**src/rtl/fdiv_round.sv**
```systemverilog
// fdiv_round: normalise, round-to-nearest-even and pack a divider's
// quotient/remainder into an IEEE-754 single-precision result.
module fdiv_round #(
    parameter int K = 32
) (
    input  logic         clk,
    input  logic         rst,
    input  logic         s_valid,
    output logic         s_ready,
    input  logic         sign_in,
    input  logic [9:0]   exp_in,
    input  logic         zero_in,
    input  logic [31:0]  q,
    input  logic [K-1:0] r,
    output logic         m_valid,
    input  logic         m_ready,
    output logic [31:0]  result,
    output logic         overflow,
    output logic         underflow,
    output logic         inexact
);

    logic en1, en2;

    logic               v1_q, v2_q;
    logic               sign1_q, zero1_q;
    logic [23:0]        mant1_q;
    logic               g1_q, st1_q;
    logic signed [10:0] e1_q;

    logic [23:0]        mant_d;
    logic               g_d, st_d;
    logic signed [10:0] e_d, exp_ext;

    logic [31:0]        result_q, result_d;
    logic               ovf_q, ovf_d, unf_q, unf_d, inx_q, inx_d;

    logic               inc;
    logic [24:0]        sum;
    logic [22:0]        frac;
    logic signed [10:0] e_r;
    logic               unused_msb;

    assign en2     = !v2_q || m_ready;
    assign en1     = !v1_q || en2;
    assign s_ready = en1;

    assign m_valid   = v2_q;
    assign result    = result_q;
    assign overflow  = ovf_q;
    assign underflow = unf_q;
    assign inexact   = inx_q;

    assign exp_ext = signed'({exp_in[9], exp_in});

    // S1 normalise: pick mantissa window by the quotient's leading bit
    always_comb begin
        mant_d = q[31:8];
        g_d    = q[7];
        st_d   = (|q[6:0]) || (|r);
        e_d    = exp_ext;
        if (!q[31]) begin
            mant_d = q[30:7];
            g_d    = q[6];
            st_d   = (|q[5:0]) || (|r);
            e_d    = exp_ext - 11'sd1;
        end
    end

    // S1 valid bit
    always_ff @(posedge clk) begin
        if (rst) begin
            v1_q <= 1'b0;
        end else if (en1) begin
            v1_q <= s_valid;
        end
    end

    // S1 payload, loaded only on an input transfer
    always_ff @(posedge clk) begin
        if (en1 && s_valid) begin
            sign1_q <= sign_in;
            zero1_q <= zero_in;
            mant1_q <= mant_d;
            g1_q    <= g_d;
            st1_q   <= st_d;
            e1_q    <= e_d;
        end
    end

    // S2 round-to-nearest-even, carry renormalise, range check, pack
    always_comb begin
        inc        = g1_q && (st1_q || mant1_q[0]);
        sum        = {1'b0, mant1_q} + {24'd0, inc};
        unused_msb = sum[23];
        frac       = sum[22:0];
        e_r        = e1_q;
        if (sum[24]) begin
            frac = 23'd0;
            e_r  = e1_q + 11'sd1;
        end
        result_d = {sign1_q, e_r[7:0], frac};
        ovf_d    = 1'b0;
        unf_d    = 1'b0;
        inx_d    = g1_q || st1_q;
        if (zero1_q) begin
            result_d = {sign1_q, 31'd0};
            inx_d    = 1'b0;
        end else if (e1_q <= 11'sd0) begin
            result_d = {sign1_q, 31'd0};
            unf_d    = 1'b1;
            inx_d    = 1'b1;
        end else if (e_r >= 11'sd255) begin
            result_d = {sign1_q, 8'hFF, 23'd0};
            ovf_d    = 1'b1;
            inx_d    = 1'b1;
        end
    end

    // S2 registers; output held while stalled
    always_ff @(posedge clk) begin
        if (rst) begin
            v2_q     <= 1'b0;
            result_q <= 32'd0;
            ovf_q    <= 1'b0;
            unf_q    <= 1'b0;
            inx_q    <= 1'b0;
        end else if (en2) begin
            v2_q <= v1_q;
            if (v1_q) begin
                result_q <= result_d;
                ovf_q    <= ovf_d;
                unf_q    <= unf_d;
                inx_q    <= inx_d;
            end
        end
    end

endmodule
```
**config.mk**
```make
export PLATFORM = sky130hd
export DESIGN_NAME = fdiv_round
export DESIGN_NICKNAME = d
export VERILOG_FILES = /design/src/rtl/fdiv_round.sv
export SDC_FILE = /design/constraint.sdc
export NUM_CORES = 1
export LEC_CHECK = 0
export CAP_MARGIN = 20
export CORE_MARGIN = 10
export CORE_UTILIZATION = 50
export DETAILED_ROUTE_END_ITERATION = 8
export GPL_ROUTABILITY_DRIVEN = 0
export GPL_TIMING_DRIVEN = 0
export PLACE_DENSITY = 0.93
export SKIP_CTS_REPAIR_TIMING = 1
export SLEW_MARGIN = 25
export SYNTH_ARGS = -nofsm -noshare
export SYNTH_HDL_FRONTEND = slang
export SYNTH_SLANG_ARGS = --single-unit
```
**constraint.sdc**
```tcl
create_clock -name clk -period 6.9 [get_ports clk]
set_input_delay 1.38 -clock clk [delete_from_list [all_inputs] [get_ports clk]]
set_output_delay 1.38 -clock clk [all_outputs]
set_load 0.1 [all_outputs]
```
# [Word-level counts from Yosys, hierarchy flattened]
# Cells that the tools add are included.
[op_classes] n_addsub=3 order_cmp=2 n_mux=17 n_reduce_logical=14
[ops] operator="$mux 31" count=3
[ops] operator="$mux 23" count=2
[ops] operator="$reduce_or 32->1" count=1
[ops] operator="$add 24x1->25" count=1
[ops] operator="$mux 11" count=2
[ops] operator="$add 11x2->11 const B" count=1
[ops] operator="$ge 11x9->1 const B" count=1
[ops] operator="$le 11x1->1 const B" count=1
[ops] operator="$sub 10x2->11 const B" count=1
[ops] operator="$mux 1" count=10
[ops] operator="$reduce_or 7->1" count=1
[ops] operator="$logic_or 1x1->1" count=6
[ops] operator="$reduce_or 6->1" count=1
[ops] operator="$logic_and 1x1->1" count=2
[ops] operator="$logic_not 1->1" count=2
[ops] operator="$reduce_and 2->1" count=1
[totals] ff_bits=76 input_bits=80 out_inout_bits=37 wordCells=49

# [Logic depth before layout (Yosys ltp)]
# Gate-level depths: netlist of the first run.
[logic_depth] word_depth=8 mapped_depth=11 ltp_nobuf=9

# [Least setup slack after synthesis of the first run]
# OpenSTA, ideal clock, no wires.
[synth_path] kind="input port to flip-flop" startpoint="input port m_ready" endpoint="register e1_q[0], enable pin" setup_time_ns=0.400 arrival_time_ns=3.179 required_ns=6.500 slack_ns=3.321 path_stages=3 n_path_buf=0 path_cell_list="nor2b_1 > nand2_1 > and2_1"
[synth_between] elab_chain_len=3
[synth_rtl] item="from (decl)" line_no="16" source="input logic m_ready,"
[synth_rtl] item="$logic_or 1x1->1" line_no="44" source="assign en2 = !v2_q || m_ready;"
[synth_rtl] item="$logic_or 1x1->1" line_no="45" source="assign en1 = !v1_q || en2;"
[synth_rtl] item="via s_ready" line_no="9" source="output logic s_ready,"
[synth_rtl] item="$logic_and 1x1->1" line_no="81" source="if (en1 && s_valid) begin"
[synth_rtl] item="to (signal assigned)" line_no="87" source="e1_q <= e_d;"
[synth_rtl] item="to (decl)" line_no="29" source="logic signed [10:0] e1_q;"
# The timed path passes the listed nets, and every way through them passes these cells.
# A chain may end at the register's enable or synchronous reset.

# [Final worst setup path of the first run]
[layout_path] startpoint="input port m_ready" endpoint="output port s_ready"
[layout_between] elab_chain_len=2
[layout_rtl] item="$logic_or 1x1->1" line_no="44"
[layout_rtl] item="$logic_or 1x1->1" line_no="45"
[layout_rtl] item="to (decl)" line_no="9"
# Every way passes these cells.

==> results.json, run 1 <==
{
  "aggregate_global_routing_overflow": 0,
  "cp_slowest_cell": "sky130_fd_sc_hd__clkdlybuf4s50_1",
  "power_density_nw_per_um2": 188,
  "postSynthNetCount": 452,
  "post-place-cells": 585,
  "drc_violation_count_after_routing": 0,
  "coreArea_sq_um": 7810,
  "numPortBuffers": 115,
  "die_outline_height_um": 110,
  "max_cap_viol_count": 0,
  "netlist_instances": 367,
  "antenna_found_initial": 0,
  "critical-path-max-stage-delay_ns": 1.13,
  "filler_cell_count": 547,
  "synth_seq_area_share_pct": 47.2,
  "floorplan.initialDensity_pct": 51.9,
  "drive_gt1_share_pct": 12.8,
  "ys_ff_latch": 76,
  "fmax_mhz": 221,
  "crit_path_capture_type": "output port",
  "path_max_fanout": 4,
  "synth_top_area_share_pct": 28.9,
  "clock_path_buffers": 2,
  "post-route-min-period_ns": 4.51,
  "static-leakage-power_uw": 0.00190,
  "via_count_of_the_first_global_routing_pass": 3682,
  "max-slew-margin-rel_pct": 32.4,
  "timing.critical_path.mode_cell": "sky130_fd_sc_hd__clkdlybuf4s50_1",
  "ys_dominant_reg_cell": "sky130_fd_sc_hd__edfxtp_1",
  "post_syn_area_sq_um": 4050,
  "grt_setup_unrepaired": "no",
  "fin_crit_sh_pct": 65.4,
  "final_max_tran_viols": 0,
  "worstPathArrival_ns": 3.13,
  "cts_root_buf": "sky130_fd_sc_hd__clkbuf_8",
  "cts_made_buffers": 9,
  "globalRouteTotalUtil_pct": 18.5,
  "ios": 117,
  "cell_area_after_placement_sq_um": 5350,
  "synth_area_leader_cell": "sky130_fd_sc_hd__edfxtp_1",
  "post_drt_wl_per_cell_um": 19.1,
  "fin_skew_ns": 0.0136,
  "cp_cell_sequence": "clkdlybuf4s50_1 > nor2b_1 > nand2_1 > clkdlybuf4s50_1",
  "drt_wl_total_um": 11500,
  "dieWidth_um": 110,
  "cts_max_level": 3,
  "fin_tns_setup_ns": 0,
  "setup_viol": 0,
  "synth_area_leaders": "sky130_fd_sc_hd__edfxtp_1 (29%), sky130_fd_sc_hd__dfxtp_1 (18%), sky130_fd_sc_hd__mux2_2 (6.7%)",
  "clock_tree_from_tritoncts": "built",
  "netlist_cell_types": 55,
  "final_cells": 601,
  "synth-edff-count": 39,
  "drtIter0Drc": 317,
  "worst_hold_path_type": "flip-flop to flip-flop",
  "cts.clk_slew.worst_paths_ns": 0.09,
  "cp.buffers_inverters": 2,
  "path_delay_family": "buffers and inverters",
  "route.vias.total": 3683,
  "detailedRoute.firstPassIterationCount": 5,
  "clock-sinks": 76,
  "worstSkewPairLatency_ns": 0.35,
  "detailedPlacementHpwl_um": 9080,
  "transition_at_the_pin_with_the_smallest_max_transition_slack_ns": 1.01,
  "antenna-diode-count": 0,
  "synth.avg_cell_area_sq_um": 11.0,
  "nets": 579,
  "cp.required_ns": 5.52,
  "grt_first_pass_wirelength_um": 17900,
  "drt-vias-per-instance": 6.13,
  "synthArstFlopShare_pct": 0,
  "timing.hold.ws_ns": 0.470,
  "critical_path.startpoint_type": "input pin",
  "crit_type": "input pin to output port",
  "maximum_number_of_pins_on_one_net_before_global_route_repair": 31,
  "outcome": "complete, no violations",
  "ir_worst_vdd_mv": 0.0935,
  "drt.antenna.violating_nets": 0,
  "ys_warn_count": 0,
  "design.die.area_sq_um": 12100,
  "final_area_sq_um": 5560,
  "final_hold_viol_count": 0,
  "syn_to_final_growth_pct": 37.4,
  "std_cell_rows": 32
}
==> metal layers <==
layer,global-route usage [%],routed length [um]
met4,7.53,325
met2,31.2,5420
met3,5.63,1300
met5,0,0
met1,21.5,4450
==> layout by cell type, fill, tap and decap left out, types with 12 or more instances in the layout <==
master | synthesis | final
sky130_fd_sc_hd__nand4_1 | 12 | 12
sky130_fd_sc_hd__clkdlybuf4s50_1 | 0 | 115
sky130_fd_sc_hd__nor2_1 | 16 | 16
sky130_fd_sc_hd__mux2_2 | 24 | 24
sky130_fd_sc_hd__nand2_1 | 14 | 14
sky130_fd_sc_hd__edfxtp_1 | 39 | 39
sky130_fd_sc_hd__dfxtp_1 | 37 | 37
sky130_fd_sc_hd__nor4_1 | 13 | 13
sky130_fd_sc_hd__a21oi_1 | 20 | 20
sky130_fd_sc_hd__a32o_1 | 23 | 23
sky130_fd_sc_hd__nand3_1 | 21 | 21
sky130_fd_sc_hd__xnor2_1 | 29 | 29
==> worst reg2reg max path, cell delays in order, from the launching register on <==
cell and delay [ns]:
sky130_fd_sc_hd__edfxtp_1 0.37, sky130_fd_sc_hd__o21a_1 0.13, sky130_fd_sc_hd__ha_1 0.20, sky130_fd_sc_hd__ha_1 0.21
sky130_fd_sc_hd__and3_1 0.28, sky130_fd_sc_hd__nand4_4 0.19, sky130_fd_sc_hd__nor2_1 0.38, sky130_fd_sc_hd__a31oi_1 0.20
sky130_fd_sc_hd__o21a_2 0.29, sky130_fd_sc_hd__buf_4 0.19, sky130_fd_sc_hd__a32o_1 0.23
==> metrics by stage <==
step                      power [uW]  worst slack (ns)  util (%)
after floorplan                  618              3.32         -
after global placement           691              2.41      68.2
after detailed placement         700              2.38      68.5
after CTS                       1040              2.38      71.2
after global routing            1080              2.33      71.2
final                           1050              2.39      71.2
==> area by class of cell <==
cell class	count	area [sq um]	share of cell area (%)
plain buffers	22	103	1.84
clock inverters	3	21.3	0.382
multi-input cells	264	2020	36.3
inverters	5	18.8	0.337
repair buffers	116	1170	21.1
clock buffers	13	191	3.44
well taps	102	128	2.29
flip-flops and latches	76	1910	34.4
==> synth_stat cells, types with 3 or more instances <==
cell type and number:
sky130_fd_sc_hd__and4_1 7, sky130_fd_sc_hd__mux2_2 24, sky130_fd_sc_hd__inv_1 5, sky130_fd_sc_hd__nor4_1 13
sky130_fd_sc_hd__buf_4 3, sky130_fd_sc_hd__nor3_1 7, sky130_fd_sc_hd__clkbuf_1 9, sky130_fd_sc_hd__a32o_1 23
sky130_fd_sc_hd__clkbuf_2 3, sky130_fd_sc_hd__edfxtp_1 39, sky130_fd_sc_hd__nand3b_1 4, sky130_fd_sc_hd__a21oi_1 20
sky130_fd_sc_hd__dfxtp_1 37, sky130_fd_sc_hd__nand2_1 14, sky130_fd_sc_hd__xor2_1 7, sky130_fd_sc_hd__buf_1 3
sky130_fd_sc_hd__a211oi_1 8, sky130_fd_sc_hd__nor2b_1 3, sky130_fd_sc_hd__a2111oi_0 5, sky130_fd_sc_hd__xnor2_1 29
sky130_fd_sc_hd__buf_2 4, sky130_fd_sc_hd__and3_1 5, sky130_fd_sc_hd__nand4_1 12, sky130_fd_sc_hd__nand3_1 21
sky130_fd_sc_hd__nor2_1 16, sky130_fd_sc_hd__ha_1 5
==> cells by family (layout without fill, tap and decap cells) <==
group | count (synthesis) | in the layout | synth area share [%]
flops | 76 | 76 | 47.2
xor+xnor | 38 | 38 | 8.59
fa+ha+maj | 5 | 5 | 1.55
compound gates | 77 | 77 | 15.3
buf+inv | 27 | 159 | 3.00
mux | 26 | 26 | 7.17
simple gates | 118 | 118 | 17.2
==> power by group <==
group	total [uW]	internal, uW	switching (uW)
clock network	353	186	166
registers	518	498	20.1
logic	176	85.3	91.1
==> sequential cells by signal, summed over array words and instances (netlist names) <==
| name | cells |
|---|---|
| m_valid | 1 |
| overflow | 1 |
| mant1_q | 24 |
| zero1_q | 1 |
| underflow | 1 |
| g1_q | 1 |
| st1_q | 1 |
| v1_q | 1 |
| inexact | 1 |
| sign1_q | 1 |
| result | 32 |
| e1_q | 11 |
==> final timing paths <==
check	start	to	slack [ns]	cells past startpoint
setup / recovery	m_ready	s_ready	2.39	4
hold / removal	result[8]$_SDFFE_PP0P_	result[8]$_SDFFE_PP0P_	0.47	1
hold reg to reg	result[8]$_SDFFE_PP0P_	result[8]$_SDFFE_PP0P_	0.47	1
setup reg to reg	mant1_q[0]$_DFFE_PP_	result[18]$_SDFFE_PP0P_	4.13	10
Power figures use the tool's default switching activity.
==> run 2: changes to the inputs <==
--- a/config.mk
+++ b/config.mk
@@ -7,11 +7,11 @@
 export LEC_CHECK = 0
 export CAP_MARGIN = 20
 export CORE_MARGIN = 10
-export CORE_UTILIZATION = 50
+export CORE_UTILIZATION = 48
 export DETAILED_ROUTE_END_ITERATION = 8
 export GPL_ROUTABILITY_DRIVEN = 0
 export GPL_TIMING_DRIVEN = 0
-export PLACE_DENSITY = 0.93
+export PLACE_DENSITY = 0.9
 export SKIP_CTS_REPAIR_TIMING = 1
 export SLEW_MARGIN = 25
 export SYNTH_ARGS = -nofsm -noshare
==> constraint.sdc (replaced) <==
create_clock -name clk -period 4.64 [get_ports clk]
set_input_delay 0.928 -clock clk [delete_from_list [all_inputs] [get_ports clk]]
set_output_delay 0.928 -clock clk [all_outputs]
set_load 0.1 [all_outputs]
==> run 2 against run 1 <==
  * Sequential share of layout area rose by 0.10 points
  * Final area fell by 0.29%
  * Clock skew fell by 0.0038 ns
  * Die area rose by 3.4%
  * Via count fell by 1.5%
  * Non-clock buffer count did not move
  * Setup slack got worse by 1.4 ns
  * Sequential cell count did not move
  * Cell count rose by 0.50%
  * Register-to-register slack got worse by 2.2 ns
==> results.json, run 2 (synthesis results as in run 1) <==
{
  "post_drt_wl_per_cell_um": 19.2,
  "drt-vias-per-instance": 6.00,
  "antenna-diode-count": 0,
  "path_max_fanout": 4,
  "post-route-min-period_ns": 3.62,
  "maximum_number_of_pins_on_one_net_before_global_route_repair": 31,
  "die_outline_height_um": 112,
  "setup_ws_ns": 1.02,
  "setup_viol": 0,
  "route.vias.total": 3627,
  "fin_skew_ns": 0.00973,
  "worstSkewPairLatency_ns": 0.35,
  "stages_on_worst_setup_path": 4,
  "transition_at_the_pin_with_the_smallest_max_transition_slack_ns": 1.01,
  "numPortBuffers": 115,
  "design.die.area_sq_um": 12500,
  "floorplan.initialDensity_pct": 49.3,
  "worstPathArrival_ns": 2.69,
  "clock_tree_from_tritoncts": "built",
  "final_max_tran_viols": 0,
  "grt_setup_unrepaired": "no",
  "drtIter0Drc": 213,
  "syn_to_final_growth_pct": 37.0,
  "via_count_of_the_first_global_routing_pass": 3871,
  "drc_violation_count_after_routing": 0,
  "detailedRoute.firstPassIterationCount": 5,
  "mostFrequentLayoutCells": "sky130_fd_sc_hd__clkdlybuf4s50_1 (115), sky130_fd_sc_hd__edfxtp_1 (39), sky130_fd_sc_hd__dfxtp_1 (37), sky130_fd_sc_hd__xnor2_1 (29), sky130_fd_sc_hd__mux2_2 (24)",
  "clock_path_buffers": 2,
  "timing.critical_path.mode_cell": "sky130_fd_sc_hd__clkdlybuf4s50_1",
  "max_cap_viol_count": 0,
  "cts_made_buffers": 9,
  "worst-r2r-cell-count": 9,
  "min_delay_path_depth": 1,
  "critical-path-max-stage-delay_ns": 1.13,
  "ir_worst_vdd_mv": 0.118,
  "critical_path.startpoint_type": "input pin",
  "nets": 579,
  "clock-sinks": 76,
  "cp.buffers_inverters": 2,
  "totalPowerFinal_uw": 1520,
  "cts.clk_slew.worst_paths_ns": 0.07,
  "crit_path_capture_type": "output port",
  "power_density_nw_per_um2": 273,
  "final_hold_viol_count": 0,
  "cp_cell_sequence": "clkdlybuf4s50_1 > nor2b_1 > nand2_1 > clkdlybuf4s50_1",
  "antenna_found_initial": 0,
  "drt_wl_total_um": 11600,
  "max_reg_flops": 32,
  "coreArea_sq_um": 8220,
  "fin_tns_setup_ns": 0,
  "dieWidth_um": 112,
  "static-leakage-power_uw": 0.00188,
  "worst_hold_path_type": "flip-flop to flip-flop",
  "aggregate_global_routing_overflow": 0,
  "std_cell_rows": 33,
  "drive_gt1_share_pct": 12.6,
  "cts_root_buf": "sky130_fd_sc_hd__clkbuf_8",
  "fin_crit_sh_pct": 78.0,
  "cp.required_ns": 3.71,
  "fmax_mhz": 276,
  "detailedPlacementHpwl_um": 9230,
  "outcome": "complete, no violations",
  "cp_slowest_cell": "sky130_fd_sc_hd__clkdlybuf4s50_1",
  "crit_type": "input pin to output port",
  "setup_slack_placement_ns": 1.01,
  "globalRouteTotalUtil_pct": 18.2,
  "path_delay_family": "buffers and inverters",
  "grt_first_pass_wirelength_um": 19000,
  "cts_max_level": 3,
  "max-slew-margin-rel_pct": 32.2,
  "drt.antenna.violating_nets": 0,
  "final_common_cell": "sky130_fd_sc_hd__clkdlybuf4s50_1",
  "ios": 117
}
[run 2: path summary, 6_finish.rpt]
| path | start | end | slack, ns |
|---|---|---|---|
| max | m_ready | s_ready | 1.02 |
| min | result[13]$_SDFFE_PP0P_ | result[13]$_SDFFE_PP0P_ | 0.47 |
| max reg2reg | st1_q$_DFFE_PP_ | result[11]$_SDFFE_PP0P_ | 1.97 |
| min reg2reg | result[13]$_SDFFE_PP0P_ | result[13]$_SDFFE_PP0P_ | 0.47 |
[run 2: stage by stage]
stage                     cells  hold slack (ns)  instance area (sq um)  utilization [%]
after floorplan             367            0.453                   4050                -
after global placement      587            0.455                   5330             64.9
after detailed placement    588            0.456                   5350             65.1
after CTS                   604            0.474                   5550             67.5
after global routing        604            0.495                   5550             67.5
final                       604            0.471                   5550             67.5
[run 2: power breakdown]
group	switching [uW]	internal, uW
Clock	239	247
Sequential	28.9	740
Combinational	134	127
[run 2: cell type report]
cell class                 instances  area, sq um
timing repair buffer             116         1170
tap                              105          131
clock inverter                     6         65.1
sequential                        76         1910
inverter                           5         18.8
multi-input combinational        264         2020
fill                             615         2670
buffer                            22          103
clock buffer                      10          128
[run 2: layer usage]
| metal | track usage [%] | wire [um] |
|---|---|---|
| met5 | 0 | 0 |
| met4 | 6.43 | 268 |
| met3 | 5.53 | 1230 |
| met2 | 32.1 | 5730 |
| met1 | 20.1 | 4380 |
[run 2: worst register-to-register path, cell delays in order (launching register included)]
cell and delay (ns):
sky130_fd_sc_hd__edfxtp_1 0.40, sky130_fd_sc_hd__o21a_1 0.20, sky130_fd_sc_hd__ha_1 0.21, sky130_fd_sc_hd__ha_1 0.23, sky130_fd_sc_hd__and3_1 0.21, sky130_fd_sc_hd__nand4_4 0.16, sky130_fd_sc_hd__nor2_1 0.13, sky130_fd_sc_hd__nor4_2 0.40
sky130_fd_sc_hd__clkbuf_1 0.42, sky130_fd_sc_hd__a32o_1 0.26
==> run 3: changes to the inputs <==
--- a/config.mk
+++ b/config.mk
@@ -7,11 +7,11 @@
 export LEC_CHECK = 0
 export CAP_MARGIN = 20
 export CORE_MARGIN = 10
-export CORE_UTILIZATION = 48
+export CORE_UTILIZATION = 43
 export DETAILED_ROUTE_END_ITERATION = 8
 export GPL_ROUTABILITY_DRIVEN = 0
 export GPL_TIMING_DRIVEN = 0
-export PLACE_DENSITY = 0.9
+export PLACE_DENSITY = 0.85
 export SKIP_CTS_REPAIR_TIMING = 1
 export SLEW_MARGIN = 25
 export SYNTH_ARGS = -nofsm -noshare
==> constraint.sdc (replaced) <==
create_clock -name clk -period 3.1 [get_ports clk]
set_input_delay 0.62 -clock clk [delete_from_list [all_inputs] [get_ports clk]]
set_output_delay 0.62 -clock clk [all_outputs]
set_load 0.1 [all_outputs]
==> run 3 against run 2 <==
  * Routed wire length fell by 4.1%
  * Critical path type unchanged
  * Total power rose by 54%
  * Die area rose by 9.5%
  * Clock power rose by 65%
  * Count of clock-buffer cells in the layout rose by 1
  * Critical endpoint unchanged
==> results.json, run 3 (synthesis results as in run 1) <==
{
  "crit_path_capture_type": "output port",
  "via_count_of_the_first_global_routing_pass": 3685,
  "detailedPlacementHpwl_um": 8810,
  "ir_worst_vdd_mv": 0.180,
  "path_max_fanout": 4,
  "antenna-diode-count": 0,
  "p_int_uw": 1720,
  "final_core_utilization_pct": 60.6,
  "fin_tns_setup_ns": 0,
  "drive_gt1_share_pct": 13.0,
  "std_cell_rows": 35,
  "drc_violation_count_after_routing": 0,
  "drt-vias-per-instance": 5.88,
  "fmax_mhz": 336,
  "design.die.area_sq_um": 13700,
  "fin_skew_ns": 0.00921,
  "max-slew-margin-rel_pct": 33.2,
  "final_max_tran_viols": 0,
  "crit_type": "input pin to output port",
  "outcome": "complete, no violations",
  "final_hold_viol_count": 0,
  "antenna_found_initial": 0,
  "comb_power_share_pct": 16.6,
  "grt_setup_unrepaired": "no",
  "die_outline_height_um": 117,
  "clkPwrFrac_pct": 34.2,
  "aggregate_global_routing_overflow": 0,
  "drtIter0Drc": 254,
  "post-route-min-period_ns": 2.97,
  "worstPathArrival_ns": 2.35,
  "mostFrequentLayoutCells": "sky130_fd_sc_hd__clkdlybuf4s50_1 (115), sky130_fd_sc_hd__edfxtp_1 (39), sky130_fd_sc_hd__dfxtp_1 (37), sky130_fd_sc_hd__xnor2_1 (29), sky130_fd_sc_hd__mux2_2 (24)",
  "timing.critical_path.mode_cell": "sky130_fd_sc_hd__clkdlybuf4s50_1",
  "totalPowerFinal_uw": 2340,
  "cell_area_after_placement_sq_um": 5360,
  "p_sw_uw": 616,
  "worst_hold_path_type": "flip-flop to flip-flop",
  "route.vias.total": 3584,
  "syn_to_final_growth_pct": 37.6,
  "nets": 579,
  "cts.clk_slew.worst_paths_ns": 0.08,
  "max_reg_flops": 32,
  "clock-sinks": 76,
  "globalRouteTotalUtil_pct": 16.2,
  "transition_at_the_pin_with_the_smallest_max_transition_slack_ns": 0.999,
  "coreArea_sq_um": 9200,
  "clock_tree_from_tritoncts": "built",
  "cts_made_buffers": 9,
  "maximum_number_of_pins_on_one_net_before_global_route_repair": 36,
  "detailedRoute.firstPassIterationCount": 4,
  "final_area_sq_um": 5570,
  "dieWidth_um": 117,
  "critical-path-max-stage-delay_ns": 1.13,
  "final_common_cell": "sky130_fd_sc_hd__clkdlybuf4s50_1",
  "setup_viol": 0,
  "grt_first_pass_wirelength_um": 17700,
  "clock_path_buffers": 2,
  "fin_crit_sh_pct": 96.0,
  "cp_slowest_cell": "sky130_fd_sc_hd__clkdlybuf4s50_1",
  "cp_cell_sequence": "clkdlybuf4s50_1 > nor2b_1 > nand2_1 > clkdlybuf4s50_1",
  "ios": 117,
  "max_cap_viol_count": 0,
  "drt_wl_total_um": 11100,
  "power_density_nw_per_um2": 420,
  "critical_path.startpoint_type": "input pin",
  "static-leakage-power_uw": 0.00190,
  "post_drt_wl_per_cell_um": 18.3,
  "cts_root_buf": "sky130_fd_sc_hd__clkbuf_8",
  "cts_max_level": 3,
  "worstSkewPairLatency_ns": 0.36,
  "cp.required_ns": 2.48,
  "switching_fraction_pct": 26.4,
  "numPortBuffers": 115,
  "floorplan.initialDensity_pct": 44.0,
  "sequentialPowerShare_pct": 49.2,
  "drt.antenna.violating_nets": 0
}
[run 3: final cells by class]
cell class | count | area (sq um)
Tap cell | 111 | 139
Timing Repair Buffer | 116 | 1170
Clock buffer | 11 | 154
Clock inverter | 5 | 57.6
Fill cell | 747 | 3620
Multi-Input combinational cell | 264 | 2020
Buffer | 22 | 103
Inverter | 5 | 18.8
Sequential cell | 76 | 1910
[run 3: power by group through the flow]
stage	Combinational [uW]	Clock (uW)	Sequential, uW
floorplan	163	0	1210
global placement	371	0	1170
detailed placement	385	0	1170
CTS	387	805	1150
global route	415	849	1160
finish	389	800	1150
[run 3: worst max-delay path, delay by kind of cell]
kind                   cells  cell delay, ns
buffers and inverters      2            1.58
AND/OR/NAND/NOR            2            0.15
[run 3: final timing paths]
kind,end,startpoint,slack [ns],cells after the start
max,s_ready,m_ready,0.13,4
min,result[10]$_SDFFE_PP0P_,result[10]$_SDFFE_PP0P_,0.47,1
max reg2reg,result[22]$_SDFFE_PP0P_,st1_q$_DFFE_PP_,0.42,11
min reg2reg,result[10]$_SDFFE_PP0P_,result[10]$_SDFFE_PP0P_,0.47,1
[run 3: stage by stage]
| stage | setup WS (ns) | hold slack (ns) | instances |
|---|---|---|---|
| 3_3_place_gp | 0.123 | 0.456 | 593 |
| 4_1_cts | 0.113 | 0.482 | 610 |
| 6_report | 0.125 | 0.474 | 610 |
| 3_5_place_dp | 0.114 | 0.463 | 594 |
| 5_1_grt | 0.0777 | 0.499 | 610 |
| 2_1_floorplan | 0.0157 | 0.453 | 367 |
[run 3: layer usage]
metal	track usage, %	vias up	part of all wire (%)
li1	-	1693	-
met1	18.6	1680	41
met2	26.7	193	46
met3	6.52	18	11
met4	5.60	0	1.6
met5	0	-	0
